$ cat src/rtl/rf_wport_arbiter.sv
// Register-file write-port arbiter: pipeline writeback vs. one buffered long-latency result.
// Optional statistics counters are enabled by defining RF_ARB_STATS_EN.
module rf_wport_arbiter #(
  parameter int MAX_WAIT = 4
) (
  input  logic        clk,
  input  logic        rst,
  input  logic        pipe_wbEn,
  input  logic [4:0]  pipe_wd,
  input  logic [63:0] pipe_wbData,
  input  logic        lu_issue_en,
  input  logic [4:0]  lu_issue_rd,
  input  logic        lu_valid,
  output logic        lu_ready,
  input  logic [4:0]  lu_wd,
  input  logic [63:0] lu_data,
  output logic        rf_we,
  output logic [4:0]  rf_wa,
  output logic [63:0] rf_wd,
  output logic        stall_req,
  output logic [31:0] pending_mask,
  output logic [31:0] stat_wait_cycles,
  output logic [31:0] stat_forced
);

  localparam logic [3:0] MAX_W = 4'(MAX_WAIT);

  localparam logic [1:0] GRANT_IDLE = 2'd0;
  localparam logic [1:0] GRANT_PIPE = 2'd1;
  localparam logic [1:0] GRANT_BUF  = 2'd2;

  logic        buf_full;
  logic [4:0]  buf_wd;
  logic [63:0] buf_data;
  logic [3:0]  wait_cnt;

  logic [1:0]  grant;
  logic        buf_win;
  logic [4:0]  win_addr;
  logic [63:0] win_data;
  logic        accept;
  logic [31:0] set_mask;
  logic [31:0] clr_mask;

  assign lu_ready  = ~buf_full;
  assign stall_req = (wait_cnt == MAX_W) & buf_full;
  assign accept    = lu_valid & ~buf_full;
  assign buf_win   = (grant == GRANT_BUF);

  // Single winner per cycle; a forced grant overrides a waiting pipeline request.
  // NOTE: every always_comb output gets a default first so no latch is inferred.
  always_comb begin
    grant    = GRANT_IDLE;
    win_addr = rf_wa;
    win_data = rf_wd;
    if (stall_req) begin
      grant = GRANT_BUF;
    end else if (pipe_wbEn) begin
      grant = GRANT_PIPE;
    end else if (buf_full) begin
      grant = GRANT_BUF;
    end
    if (grant == GRANT_PIPE) begin
      win_addr = pipe_wd;
      win_data = pipe_wbData;
    end else if (grant == GRANT_BUF) begin
      win_addr = buf_wd;
      win_data = buf_data;
    end
  end

  always_comb begin
    set_mask = '0;
    clr_mask = '0;
    if (lu_issue_en) set_mask[lu_issue_rd] = 1'b1;
    if (buf_win)     clr_mask[buf_wd]      = 1'b1;
    set_mask[0] = 1'b0;
  end

  // NOTE: sequential state uses non-blocking assignments so all flops update together.
  always_ff @(posedge clk or negedge rst) begin
    if (!rst) begin
      rf_we        <= 1'b0;
      rf_wa        <= '0;
      rf_wd        <= '0;
      buf_full     <= 1'b0;
      wait_cnt     <= '0;
      pending_mask <= '0;
    end else begin
      rf_we <= (grant != GRANT_IDLE) && (win_addr != 5'd0);
      if (grant != GRANT_IDLE) begin
        rf_wa <= win_addr;
        rf_wd <= win_data;
      end

      if (buf_win) begin
        buf_full <= 1'b0;
      end else if (accept && (lu_wd != 5'd0)) begin
        buf_full <= 1'b1;
      end

      if (!buf_full || buf_win) begin
        wait_cnt <= '0;
      end else if (wait_cnt != MAX_W) begin
        wait_cnt <= wait_cnt + 4'd1;
      end

      pending_mask <= ((pending_mask & ~clr_mask) | set_mask) & 32'hFFFF_FFFE;
    end
  end

  // NOTE: buffer payload has no reset; buf_full alone qualifies it.
  always_ff @(posedge clk) begin
    if (accept && (lu_wd != 5'd0)) begin
      buf_wd   <= lu_wd;
      buf_data <= lu_data;
    end
  end

`ifdef RF_ARB_STATS_EN
  always_ff @(posedge clk or negedge rst) begin
    if (!rst) begin
      stat_wait_cycles <= '0;
      stat_forced      <= '0;
    end else begin
      if (buf_full && !buf_win) stat_wait_cycles <= stat_wait_cycles + 32'd1;
      if (stall_req)            stat_forced      <= stat_forced + 32'd1;
    end
  end
`else
  assign stat_wait_cycles = '0;
  assign stat_forced      = '0;
`endif

endmodule
$ cat config.mk
export PLATFORM = sky130hd
export DESIGN_NAME = rf_wport_arbiter
export DESIGN_NICKNAME = d
export VERILOG_FILES = /design/src/rtl/rf_wport_arbiter.sv
export SDC_FILE = /design/constraint.sdc
export NUM_CORES = 1
export LEC_CHECK = 0
export CAP_MARGIN = 0
export CORE_MARGIN = 1
export CORE_UTILIZATION = 46
export DETAILED_ROUTE_END_ITERATION = 6
export PLACE_DENSITY = 0.87
export SYNTH_ARGS = -nofsm -noshare
export SYNTH_HDL_FRONTEND = slang
export SYNTH_SLANG_ARGS = --single-unit
$ cat constraint.sdc
create_clock -name clk -period 5.15 [get_ports clk]
set_input_delay 1.03 -clock clk [delete_from_list [all_inputs] [get_ports clk]]
set_output_delay 1.03 -clock clk [all_outputs]
set_load 0.03 [all_outputs]
==> results.py, run 1 <==
metrics = {
    "routing": {
        "drcViolationCount": 0,
        "viasPerCell": 5.260,
        "dr.pass1.iters": 5,
        "drt_iter0_drc": 374,
        "routed-via-count": 5523,
        "wl_mm": 19.38,
        "antenna_left": 0,
        "post_drt_wl_per_cell_um": 18.45,
    },
    "grt": {
        "antenna_found_initial": 0,
        "grt_max_degree": 75,
        "grt_pass1_vias": 5652,
        "grt_use_total_pct": 24.68,
        "overflow": 0,
        "grt_first_pass_wirelength_mm": 29.83,
    },
    "synthesis": {
        "synth.avg_cell_area_um2": 11.92,
        "synthArstFlopShare_pct": 60.57,
        "synth.distinct_cells": 43,
        "yosys_warnings": 0,
        "synthCells": 603,
        "ys_seq_area_share_pct": 65.70,
        "synth-seq-cells": 175,
        "yosys_most_used_dff": "dfrtp_1",
        "synth.cell_area_um2": 7191,
        "synth_edf_count": 69,
    },
    "timing": {
        "tightest_slew_ns": 1.032,
        "max_slew_margin_pct": 31.06,
        "maxSlewViolCount": 0,
        "hold_viol": 0,
        "period_share_pct": 67.19,
        "finClkSkew_ns": 0.009556,
        "setup_viol": 0,
        "fmax_mhz": 289.0,
        "period_needed_ns": 3.460,
        "finalSetupTns_ns": 0,
        "rsz0062_at_grt": "false",
    },
    "clocking": {
        "cts_setup_buffers": 0,
        "clkTransAtPathRegs_ns": 0.07,
        "cts_tree": "yes",
        "h-tree-depth": 4,
        "clkSinkCount": 175,
        "ctsResizeCount": 0,
        "clockBufferDepth": 2,
        "postCtsHoldBufs": 0,
        "clk_latency_ns": 0.42,
        "clock-root-buffer": "clkbuf_16",
        "cts_made_buffers": 17,
    },
    "cells_and_area": {
        "layout_commonest_cell": "clkdlybuf4s50_1",
        "drive_above_1_share_pct": 5.684,
        "final_cell_mix": "clkdlybuf4s50_1 (249), nand2_1 (145), dfrtp_1 (106)",
        "syn2layout_area_growth_pct": 42.74,
        "nets": 999,
        "antenna_cells": 0,
        "fillCellCount": 1090,
    },
    "setup_path": {
        "critPathLaunch": "buf_full",
        "reg2reg_from": "buf_full",
        "crit_arrival_ns": 2.43,
        "worstPathMaxFanout": 12,
        "startpoint_type": "flop",
        "required_ns": 4.12,
        "end_kind": "primary output",
        "reg2regPathDepth": 6,
        "crit_type": "flop to primary output",
    },
    "worst_hold_path": {
        "hp-class": "flop to flop",
        "holdPathStages": 2,
        "hold_start": "buf_data[32]",
    },
    "place": {
        "io_buffers": 250,
        "dp.final_hpwl_mm": 13.63,
        "place_congestion": 0.9770,
    },
    "pwr": {
        "p_per_area_nw_per_um2": 512.4,
        "p_leak_nw": 4.286,
        "totalPowerFinal_mw": 5.260,
        "ir_worst_vdd_uv": 297.3,
    },
    "die": {
        "start_util_pct": 47.30,
        "ioPinCount": 316,
        "die_h_um": 127.0,
        "dieArea_um2": 16140,
        "core_um2": 15200,
        "die_w_um": 127.0,
        "row_count": 45,
    },
    "outcome": {
        "status": "finished, final reports clean",
    },
    "job": {
        "max_cap_violations": 0,
    },
}
==> state kept, by name (all words and copies together), names as in the netlist <==
| name | cells |
|---|---|
| wait_cnt | 4 |
| pending_mask | 31 |
| rf_wa | 5 |
| buf_wd | 5 |
| buf_full | 1 |
| rf_we | 1 |
| rf_wd | 64 |
| buf_data | 64 |
==> worst max-delay path: stages (launching register included) <==
cell and delay (ns):
dfrtp_1 0.70, nand4b_4 0.27, inv_2 0.28, clkdlybuf4s50_1 0.75
==> power by group <==
part	switching, mW	total, mW	leakage [nW]	internal [mW]
sequential	0.219	2.05	1.93	1.83
clock	0.574	1.40	0.311	0.830
combinational	1.09	1.81	2.05	0.714
total	1.88	5.26	4.29	3.37
==> cell usage after synthesis (7+ instances only) <==
cell type | instances | area (µm²)
clkbuf_1 | 13 | 48.80
a22oi_1 | 64 | 480.5
edfxtp_1 | 69 | 2072
a22o_1 | 15 | 131.4
dfrtp_1 | 106 | 2653
nor2_1 | 14 | 52.55
o21ai_0 | 29 | 145.1
buf_2 | 7 | 35.03
buf_4 | 67 | 503.0
nand2_1 | 145 | 544.3
==> final cells by class <==
cell class	instances	area, µm²	area share, %
well taps	188	235.2	2.292
inverters	6	22.52	0.2194
repair buffers	254	2530	24.65
clock inverters	15	217.7	2.121
clock buffers	17	425.4	4.145
multi-input cells	395	2108	20.54
flip-flops and latches	175	4725	46.03
==> worst paths after layout <==
path,endpoint,slack (ns)
setup / recovery,stall_req,1.69
hold / removal,rf_wd[32],0.44
setup reg to reg,rf_wd[7],2.53
hold reg to reg,rf_wd[32],0.44
max in group asynchronous,pending_mask[31],3.40
min in group asynchronous,rf_wd[31],0.77
==> cells by family (layout without fill, tap and decap cells) <==
logic type / count (synthesis) / after routing / synth area share [%]
xor gates and xnor gates: 2 / 2 / 0.2436
adders and majority gates: 2 / 2 / 0.3480
other: 1 / 65 / 0.05215
DFF: 175 / 175 / 65.70
muxes: 4 / 4 / 0.5916
AOI/OAI and AO/OA: 127 / 127 / 12.65
buffers and inverters: 97 / 292 / 8.683
and+or+nand+nor: 195 / 195 / 11.73
==> through the flow <==
step / area, µm² / setup WS (ns) / hold slack, ns / utilization [%] / instances
2_1_floorplan: 7431 / 1.887 / 0.4146 / - / 667
3_3_place_gp: 9620 / 1.722 / 0.4166 / 63.28 / 1018
3_5_place_dp: 9620 / 1.632 / 0.4247 / 63.28 / 1018
4_1_cts: 10260 / 1.711 / 0.4416 / 67.51 / 1050
5_1_grt: 10260 / 1.592 / 0.4573 / 67.51 / 1050
6_report: 10260 / 1.690 / 0.4389 / 67.51 / 1050
==> routing by layer <==
layer | global-route usage, % | wire, µm
met1 | 28.45 | 7292
met2 | 43.89 | 10060
met3 | 6.156 | 1493
met4 | 10.29 | 529
met5 | 0 | 0
Note: power is estimated with default switching activity, not from simulation.
==> inputs of run 2 (changes only) <==
--- a/config.mk
+++ b/config.mk
@@ -7,9 +7,9 @@
 export LEC_CHECK = 0
 export CAP_MARGIN = 0
 export CORE_MARGIN = 1
-export CORE_UTILIZATION = 46
+export CORE_UTILIZATION = 38
 export DETAILED_ROUTE_END_ITERATION = 6
-export PLACE_DENSITY = 0.87
+export PLACE_DENSITY = 0.77
 export SYNTH_ARGS = -nofsm -noshare
 export SYNTH_HDL_FRONTEND = slang
 export SYNTH_SLANG_ARGS = --single-unit
==> constraint.sdc (replaced) <==
create_clock -name clk -period 2.75 [get_ports clk]
set_input_delay 0.55 -clock clk [delete_from_list [all_inputs] [get_ports clk]]
set_output_delay 0.55 -clock clk [all_outputs]
set_load 0.03 [all_outputs]
==> run 2 against run 1 <==
  * Clock-buffer cell count increased by 1
  * Total power increased by 82%
  * Combinational power increased by 89%
  * Critical path type unchanged
==> results.py, run 2 (synthesized netlist as in run 1, its figures left out) <==
metrics = {
    "cells_and_area": {
        "nets": 1003,
        "drive_above_1_share_pct": 6.005,
        "reg.largest.list": "buf_data (64), rf_wd (64), pending_mask (31)",
        "syn2layout_area_growth_pct": 43.47,
        "antenna_cells": 0,
        "layout_commonest_cell": "clkdlybuf4s50_1",
        "final_cell_mix": "clkdlybuf4s50_1 (248), nand2_1 (145), dfrtp_1 (106)",
        "postLayoutCellArea_um2": 10320,
    },
    "die": {
        "start_util_pct": 39.36,
        "dieArea_um2": 19480,
        "row_count": 49,
        "die_h_um": 139.6,
        "die_w_um": 139.6,
        "ioPinCount": 316,
        "core_um2": 18270,
    },
    "outcome": {
        "status": "finished, final reports clean",
    },
    "grt": {
        "grt_pass1_vias": 5444,
        "grt_use_total_pct": 19.58,
        "grt_first_pass_wirelength_mm": 29.16,
        "antenna_found_initial": 0,
        "grt_max_degree": 71,
        "overflow": 0,
    },
    "timing": {
        "hold_viol": 0,
        "finalSetupTns_ns": 0,
        "rsz0062_at_grt": "false",
        "period_needed_ns": 2.526,
        "maxSlewViolCount": 0,
        "fmax_mhz": 396.0,
        "max_slew_margin_pct": 49.25,
        "tightest_slew_ns": 0.7613,
        "finClkSkew_ns": 0.01760,
        "setup_viol": 0,
        "period_share_pct": 91.84,
    },
    "worst_hold_path": {
        "hp-class": "primary input to async pin",
    },
    "routing": {
        "viasPerCell": 4.975,
        "wl_mm": 18.72,
        "routed-via-count": 5448,
        "dr.pass1.iters": 5,
        "post_drt_wl_per_cell_um": 17.09,
        "drt_iter0_drc": 238,
        "antenna_left": 0,
        "drcViolationCount": 0,
    },
    "setup_path": {
        "crit_type": "flop to primary output",
        "worstPathMaxFanout": 11,
        "crit_arrival_ns": 1.98,
        "required_ns": 2.20,
        "startpoint_type": "flop",
        "end_kind": "primary output",
        "reg2reg_slack_ns": 0.73,
    },
    "pwr": {
        "p_per_area_nw_per_um2": 928.4,
        "p_comb_share_pct": 35.8,
        "internal_power_mw": 6.012,
        "sw_frac_of_total_pct": 37.22,
        "totalPowerFinal_mw": 9.577,
        "switching_power_mw": 3.565,
        "ir_worst_vdd_uv": 416.3,
        "p_clk_share_pct": 24.5,
        "p_leak_nw": 4.291,
        "seq_power_share_pct": 39.7,
    },
    "place": {
        "dp.final_hpwl_mm": 13.13,
        "dpl_cell_area_um2": 9739,
        "io_buffers": 250,
        "place_congestion": 0.9211,
    },
    "clocking": {
        "cts_setup_buffers": 0,
        "h-tree-depth": 4,
        "clockBufferDepth": 2,
        "cts_made_buffers": 17,
        "clkSinkCount": 175,
        "clkTransAtPathRegs_ns": 0.07,
        "clock-root-buffer": "clkbuf_16",
        "cts_tree": "yes",
        "clk_latency_ns": 0.43,
    },
    "job": {
        "max_cap_violations": 0,
    },
}
-- run 2: repair_timing --
item	in CTS	in global routing
setup endpoints to repair	1	0
hold buffers	0	0
gates resized for setup	1	0
-- run 2: worst max-delay path, stage by stage (launching register included) --
cell	delay, ns
dfrtp_1	0.42
inv_1	0.07
ha_1	0.19
nand4b_4	0.20
inv_2	0.24
dlygate4sd2_1	0.44
-- run 2: final cells by class --
cell class | count | area, µm²
clock buffer | 18 | 429.2
clock inverter | 14 | 148.9
fill | 1491 | 7954
inverter | 6 | 22.52
multi-input combinational | 395 | 2108
sequential | 175 | 4725
tap | 229 | 286.5
timing repair buffer | 258 | 2596
-- run 2: per-stage QoR --
stage	instances	hold slack, ns	setup WS, ns	utilization (%)
final	1095	0.1368	0.2244	56.46
after global routing	1095	0.1899	0.08730	56.46
after CTS	1095	0.1616	0.1838	56.46
after detailed placement	1063	0.4213	0.2945	53.31
after global placement	1063	0.4168	0.3281	53.31
after floorplan	667	0.2544	0.4779	-
-- run 2: metal layers --
layer | vias up | part of all wire [%] | track usage (%)
li1 | 2521 | - | -
met1 | 2618 | 40 | 23.05
met2 | 286 | 49 | 32.56
met3 | 23 | 8.8 | 6.917
met4 | 0 | 1.7 | 8.097
met5 | - | 0 | 0
-- run 2: power by group through the flow --
stage | combinational [mW] | sequential, mW | clock, mW
6_report | 3.42 | 3.81 | 2.35
5_1_grt | 3.64 | 3.88 | 2.48
4_1_cts | 3.46 | 3.81 | 2.40
3_5_place_dp | 3.45 | 3.85 | 0
3_3_place_gp | 3.40 | 3.84 | 0
2_1_floorplan | 1.06 | 4.69 | 0
-- run 2: path summary, 6_finish.rpt --
kind                         startpoint   endpoint  cells past startpoint
max                         wait_cnt[0]  stall_req                      5
min                                 rst  rf_wd[15]                      1
max reg2reg                 wait_cnt[0]      rf_we                      7
min reg2reg                buf_data[57]  rf_wd[57]                      2
max in group asynchronous           rst   buf_full                      2
min in group clk           buf_data[57]  rf_wd[57]                      2
==> inputs of run 3 (changes only) <==
--- a/config.mk
+++ b/config.mk
@@ -9,6 +9,7 @@
 export CORE_MARGIN = 1
 export CORE_UTILIZATION = 38
 export DETAILED_ROUTE_END_ITERATION = 6
+export HOLD_SLACK_MARGIN = 0.15
 export PLACE_DENSITY = 0.77
 export SYNTH_ARGS = -nofsm -noshare
 export SYNTH_HDL_FRONTEND = slang
==> results of run 3 <==
The final DEF is identical to that of run 2; final timing and power are the same.
